===== src/rtl/demux1to2_stream.sv =====
`default_nettype none
// ============================================================================
//  Module   : demux1to2_stream
//  Purpose  : Registered 1-to-2 stream demultiplexer with valid/ready
//             handshake. Each accepted word goes to branch A (sel=1) or
//             branch B (sel=0). Each branch has a one-entry output register
//             and a saturating count of completed transfers.
//  Ports    : clk, rst            - clock, synchronous active-high reset
//             in_data/in_valid/sel/in_ready - upstream stream and routing
//             a_data/a_valid/a_ready         - branch A downstream stream
//             b_data/b_valid/b_ready         - branch B downstream stream
//             cnt_clr             - synchronous clear of both counters
//             a_cnt, b_cnt        - per-branch saturating transfer counts
//  Options  : DEMUX_ALT_EN - when defined, sel is ignored and an internal
//             toggle flop alternates the branch (A first), inverting on
//             every accepted word.
//  Revision : 1.0 - initial release
// ============================================================================
module demux1to2_stream #(
  parameter int WIDTH = 16,
  parameter int CNT_W = 8
) (
  input  logic             clk,
  input  logic             rst,
  input  logic [WIDTH-1:0] in_data,
  input  logic             in_valid,
  input  logic             sel,
  output logic             in_ready,
  output logic [WIDTH-1:0] a_data,
  output logic             a_valid,
  input  logic             a_ready,
  output logic [WIDTH-1:0] b_data,
  output logic             b_valid,
  input  logic             b_ready,
  input  logic             cnt_clr,
  output logic [CNT_W-1:0] a_cnt,
  output logic [CNT_W-1:0] b_cnt
);

  localparam logic [CNT_W-1:0] CNT_MAX = '1;

  logic route_a;
  logic free_a;
  logic free_b;
  logic accept;
  logic load_a;
  logic load_b;
  logic a_hs;
  logic b_hs;

`ifdef DEMUX_ALT_EN
  // Round-robin routing: sel is intentionally not used in this build.
  logic toggle;
  logic unused_sel;
  assign unused_sel = sel;

  always_ff @(posedge clk) begin
    if (rst) begin
      toggle <= 1'b1;
    end else if (accept) begin
      toggle <= ~toggle;
    end
  end

  assign route_a = toggle;
`else
  assign route_a = sel;
`endif

  // A slot can take a new word if it is empty or is being drained this cycle,
  // which lets a branch sustain one word per cycle.
  assign free_a = !a_valid || a_ready;
  assign free_b = !b_valid || b_ready;

  // Only the selected branch gates acceptance; in_valid is deliberately absent.
  assign in_ready = !rst && (route_a ? free_a : free_b);

  assign accept = in_valid && in_ready;
  assign load_a = accept && route_a;
  assign load_b = accept && !route_a;
  assign a_hs   = a_valid && a_ready;
  assign b_hs   = b_valid && b_ready;

  // Branch A output register
  always_ff @(posedge clk) begin
    if (rst) begin
      a_valid <= 1'b0;
      a_data  <= '0;
    end else if (load_a) begin
      a_valid <= 1'b1;
      a_data  <= in_data;
    end else if (a_ready) begin
      a_valid <= 1'b0;
    end
  end

  // Branch B output register
  always_ff @(posedge clk) begin
    if (rst) begin
      b_valid <= 1'b0;
      b_data  <= '0;
    end else if (load_b) begin
      b_valid <= 1'b1;
      b_data  <= in_data;
    end else if (b_ready) begin
      b_valid <= 1'b0;
    end
  end

  // Saturating transfer counters; clear takes priority over a handshake.
  always_ff @(posedge clk) begin
    if (rst || cnt_clr) begin
      a_cnt <= '0;
      b_cnt <= '0;
    end else begin
      if (a_hs && (a_cnt != CNT_MAX)) begin
        a_cnt <= a_cnt + 1'b1;
      end
      if (b_hs && (b_cnt != CNT_MAX)) begin
        b_cnt <= b_cnt + 1'b1;
      end
    end
  end

endmodule
`default_nettype wire


===== config.mk =====
export PLATFORM = sky130hd
export DESIGN_NAME = demux1to2_stream
export DESIGN_NICKNAME = d
export VERILOG_FILES = /design/src/rtl/demux1to2_stream.sv
export SDC_FILE = /design/constraint.sdc
export NUM_CORES = 1
export LEC_CHECK = 0
export ABC_CLOCK_PERIOD_IN_PS = 1660
export CORE_UTILIZATION = 40
export CTS_BUF_LIST = sky130_fd_sc_hd__clkbuf_8
export CTS_CLUSTER_DIAMETER = 120
export DETAILED_ROUTE_END_ITERATION = 10
export PLACE_DENSITY_LB_ADDON = 0.12
export SETUP_SLACK_MARGIN = 0.05
export SYNTH_ARGS = -nofsm -noshare
export SYNTH_HDL_FRONTEND = slang
export SYNTH_SLANG_ARGS = --single-unit

===== constraint.sdc =====
create_clock -name clk -period 1.66 [get_ports clk]
set_clock_uncertainty 0.2 [all_clocks]
set_input_delay 0.332 -clock clk [delete_from_list [all_inputs] [get_ports clk]]
set_output_delay 0.332 -clock clk [all_outputs]
set_load 0.1 [all_outputs]

==> metrics.txt, run 1 <==
setup ws final -108 ps; Worst setup EP type output port; largest net degree at the start of global routing 22; unrepaired setup endpoints after global routing true; H-Tree Depth 2; Ant. Diodes 0; Routed WL per cell roughly 13 microns; most common cell after layout, fill and taps aside nand2_1; Power Density 649 nW/um^2; Final period util 106%; min cycle time layout 1770 ps; vias per cell between 4 and 5; proportion of synthesized chip area in sequential cells 50.4%; fin. max-slew vios 0; Synth cell types 33; critical path, cell by cell nor2b_4, nor2_2, a21oi_2, nor2_4, buf_12; Worst VDD drop between 400 and 500 uV; initial antenna violation count 0; cell leakage power between 1 and 1.5 nW; max-cap violations 0; share of cells above drive strength 1 a little under two fifths; Yosys reg bits 50; Slew HR between 80% and 90%; post-synthesis cell count 243; Synthesized Nets about 270; most frequent cells in the layout nand2_1 (71), buf_12 (52), a21oi_1 (37); die area 5250 sq um; Layout Nets about 360; failing checks negative setup slack; worst-margin pin slew 257 ps; Mapped Area between 1500 and 2000 sq um; CTS Buffer Depth 2; first-pass detailed-route iteration total 4; WP data arrival between 1000 and 1500 ps; die extent in y about 72 microns; # fillers 320; placeable core area 4750 sq um; clock sink count 50; Worst-path clk slew 90 ps; FMAX roughly 0.57 GHz; post-route cell area ~3700 sq um; Area after DPL around 3600 sq um; drt drc 0; io pins between 70 and 80; Clock Tree Root clkbuf_8; final setup violation count 18; Via Count ~2000; vias in the first global route slightly below 2000; mean post-synth cell area roughly 8.2 sq um; CTS tree built; Initial Utilization a little over two fifths; gr usage total 20.3%; Final Hold Viols 0; hold crit path type reg2reg; worst endpoint required time ~1100 ps; Area growth, synth to finish 87.1%; IO Port Bufs between 70 and 80; hpwl dp around 3800 microns; first-pass GRT wire length ~8400 microns; WHS 293 ps; Slowest cell on crit path dfxtp_4; Congestion Overflow GR 0; final RePlAce weighted congestion ~0.76; Setup crit start kind flip-flop; critical path's largest stage delay ~350 ps; Synth Warn # 0; CP Max Fanout 2; # rows 25; Skew-Pair Late Insertion Delay 290 ps; Antenna Violating Nets Remaining 0; Detailed Route Iter0 Violations slightly above 50; WS Path Type reg2out; total CTS buffers 5; final wirelength just over 5000 microns; status finished, violations left; Die Width 72.4 microns
-- state kept, by name (all words and copies together), names as in the netlist --
| signal | count |
|---|---|
| b_cnt | 8 |
| a_cnt | 8 |
| a_valid | 1 |
| b_valid | 1 |
| b_data | 16 |
| a_data | 16 |
-- Yosys cell counts --
library cell  count  area [sq um]
a211oi_2          1          12.5
a21o_4            1          15.0
a21oi_1          39           195
a31o_2            1          8.76
and2_1            1          6.26
and3_1            3          18.8
and3_4            1          11.3
and4_4            1          11.3
buf_2             3          15.0
clkbuf_1          9          33.8
dfxtp_1          50          1000
ha_1              2          25.0
inv_1             2          7.51
mux2i_1           4          40.0
nand2_1          72           270
nand2b_1          3          18.8
nand3_1           7          35.0
nand4_1           1          6.26
nor2_1           14          52.6
nor2b_1           1          6.26
nor2b_2           1          8.76
nor3_1            1          5.00
nor3_2            1          10.0
o211ai_1          4          30.0
o21ai_0           4          20.0
o31ai_1           2          15.0
o41ai_1           1          8.76
or2_2             1          6.26
or3_1             5          31.3
or3_2             1          7.51
or4_1             1          7.51
xnor2_1           1          8.76
xor2_1            4          35.0
-- cell type report --
class                           instances  area [sq um]  share of cell area [%]
Sequential cell                        50          1060                    28.6
Tap cell                               67          83.8                    2.26
Timing Repair Buffer                  100          1460                    39.3
Clock buffer                            5          68.8                    1.85
Inverter                                2          7.51                   0.202
Multi-Input combinational cell        179          1020                    27.6
Clock inverter                          2          7.51                   0.202
-- layer usage --
layer	track usage [%]	part of all wire [%]
met2	36.7	52
met4	6.32	1.2
met3	6.39	5.4
met5	0	0
met1	22.6	42
-- timing repair --
item / in CTS / in global routing
buffers inserted: 2 / 3
pin swaps: 3 / 6
endpoints found under the setup margin: 23 / 24
resized for setup: 14 / 4
hold buffers: 0 / 0
-- stage by stage --
step	util, %	cells	setup slack (ps)	setup TNS (ps)	total power, mW
floorplan	-	243	-151	-639	1.54
global placement	74.7	394	-386	-10870	1.79
detailed placement	74.7	394	-406	-12240	1.79
CTS	77.2	402	-135	-172	2.43
global route	78.1	405	-153	-1730	2.50
finish	78.1	405	-108	-730	2.41
-- critical path, delay by kind of cell (launching register included) --
family | cells | cell delay (ps)
compound gates | 1 | 180
buf+inv | 1 | 160
flops | 1 | 350
simple gates | 3 | 240
-- cell families (layout without fill, tap and decap cells) --
group | Yosys count | after routing | synth area share (%)
flops | 50 | 50 | 50.4
buf+inv | 14 | 109 | 2.84
fa+ha+maj | 2 | 2 | 1.26
xor+xnor | 5 | 5 | 2.21
simple gates | 115 | 115 | 25.9
mux | 4 | 4 | 2.02
compound gates | 53 | 53 | 15.4
-- worst paths after layout --
kind	endpoint	from	slack, ps	cells past startpoint
worst max-delay path	in_ready	b_valid$_SDFFE_PP0P_	-110	5
worst min-delay path	b_data[4]$_SDFFE_PP0P_	b_data[4]$_SDFFE_PP0P_	290	2
worst max register to register	b_data[6]$_SDFFE_PP0P_	b_valid$_SDFFE_PP0P_	-50	7
worst min register to register	b_data[4]$_SDFFE_PP0P_	b_data[4]$_SDFFE_PP0P_	290	2
-- where the power goes --
part | internal, mW | switching [mW]
sequential | 1.20 | 0.0301
combinational | 0.212 | 0.321
clock | 0.279 | 0.365
(Power assumes the default switching activity.)
==> inputs of run 2 (changes only) <==
- CORE_UTILIZATION: 40 -> 41
- GPL_ROUTABILITY_DRIVEN: default -> 1
==> run 2 against run 1 <==
Effect of this change:
- register-to-register slack got worse by 40 ps
- fmax grew 0.56%
- sequential share of layout area down 0.70 points
- worst hold slack about the same
- cell count decreased by 2.5%
- sequential power about the same
- global-route usage rose by 4.1 points
- the flow still finishes with violations (negative setup slack)
- core utilization up 6.4 points
- flip-flop and latch count unchanged
- clock power rose by 15%
- non-clock buffer count rose by 4
==> metrics.txt, run 2 (synthesized netlist as in run 1, its figures left out) <==
Initial Utilization 44.1% (+2.3 points); io pins 74 (unchanged); WP data arrival 1230 ps (about the same); min cycle time layout 1760 ps (-9.77 ps); largest net degree at the start of global routing 22 (unchanged); Worst-path clk slew 90 ps (about the same); cell leakage power 1.41 nW (+2.9%); share of cells above drive strength 1 39.7% (+2.7 points); Antenna Violating Nets Remaining 0 (unchanged); post-route cell area 3800 sq um (+2.5%); worst endpoint required time 1130 ps (about the same); Area growth, synth to finish 91.7%; post-placement setup slack -416 ps (-9.59 ps); Congestion Overflow GR 0 (unchanged); fin. max-slew vios 0 (unchanged); hpwl dp 4200 microns (+9.2%); final setup violation count 18 (unchanged); die extent in y 71.6 microns (-1.2%); drt drc 0 (unchanged); total CTS buffers 5 (unchanged); first-pass detailed-route iteration total 4 (unchanged); CP Max Fanout 2 (unchanged); H-Tree Depth 2 (unchanged); Power, Total 2.52 mW (+4.7%); Power Density 663 nW/um^2 (+2.2%); first-pass GRT wire length 9600 microns (+15%); Worst setup EP type output port; failing checks negative setup slack; WS Path Type reg2out; Area after DPL 3550 sq um (-0.18%); placeable core area 4500 sq um (-5.3%); status finished, violations left; FMAX 0.569 GHz (+0.56%); gr usage total 24.4% (+4.1 points); Detailed Route Iter0 Violations 74 (+45%); setup total negative slack -1200 ps (-472 ps); Skew-Pair Late Insertion Delay 300 ps (about the same); top flop regs a_data (16), b_data (16); setup ws final -98.1 ps (+9.77 ps); IO Port Bufs 73 (unchanged); vias in the first global route 2012 (+3.8%); vias per cell 5.30 (+7.7%); Final period util 106% (-0.59 points); Final Hold Viols 0 (unchanged); WHS 293 ps (+0.147 ps); worst-margin pin slew 294 ps (+37.5 ps); # fillers 242 (-24%); Worst VDD drop 639 uV (+31%); hold crit path type reg2reg; final cell count without fillers 395 (-2.5%); Routed WL per cell 15.3 microns (+19%); Setup crit start kind flip-flop; CTS tree built; most frequent cells in the layout nand2_1 (71), buf_12 (53), a21oi_1 (34); Die Width 71.6 microns (-1.2%); final wirelength 6030 microns (+16%); final RePlAce weighted congestion 0.785 (+3.6%); post-layout util 84.5% (+6.4 points); initial antenna violation count 0 (unchanged); Placed Cells 379 (-3.8%); Slew HR 80.1% (-2.5 points); most common cell after layout, fill and taps aside nand2_1; unrepaired setup endpoints after global routing true; die area 5120 sq um (-2.4%); Via Count 2095 (+5.0%); clock sink count 50 (unchanged); Layout Nets 367 (+1.1%); Ant. Diodes 0 (unchanged); CTS Buffer Depth 2 (unchanged); max-cap violations 0 (unchanged); Clock Tree Root clkbuf_8; # rows 24 (-4.0%)
[run 2: path summary, 6_finish.rpt]
check,cells after the start,slack (ps),end,start
worst max register to register,7,-90,b_data[5]$_SDFFE_PP0P_,b_valid$_SDFFE_PP0P_
worst min-delay path,2,290,b_data[8]$_SDFFE_PP0P_,b_data[8]$_SDFFE_PP0P_
worst max-delay path,5,-100,in_ready,b_valid$_SDFFE_PP0P_
worst min register to register,2,290,b_data[8]$_SDFFE_PP0P_,b_data[8]$_SDFFE_PP0P_
[run 2: per-layer routing]
layer	GRT usage (%)	vias up	share of wire, %
li1	-	1014	-
met4	8.06	0	1.5
met3	6.75	9	5.4
met1	27.7	1013	39
met2	44.1	59	54
met5	0	-	0
[run 2: worst max-delay path, cell delays in order, from the launching register on]
cell	delay, ps
dfxtp_4	350
nor2b_4	170
nor2_4	50
a21oi_4	140
nor2_4	50
buf_12	160
[run 2: what timing repair did]
item	CTS	global route
cloned	1	0
resized for setup	21	13
setup endpoints to repair	30	27
hold buffers	0	0
setup buffers	5	3
pin swaps	3	7
[run 2: cell type report]
type	count	area (sq um)	area share, %
Multi-Input combinational cell	179	1060	27.9
Sequential cell	50	1060	27.9
Inverter	2	7.51	0.197
Tap cell	52	65.1	1.71
Clock buffer	6	82.6	2.17
Clock inverter	2	11.3	0.296
Timing Repair Buffer	104	1520	39.8
[run 2: where the power goes]
group / total (mW) / internal [mW] / leakage (nW) / switching (mW)
logic: 0.553 / 0.219 / 0.944 / 0.334
clock network: 0.737 / 0.337 / 0.0515 / 0.400
registers: 1.23 / 1.20 / 0.419 / 0.0305
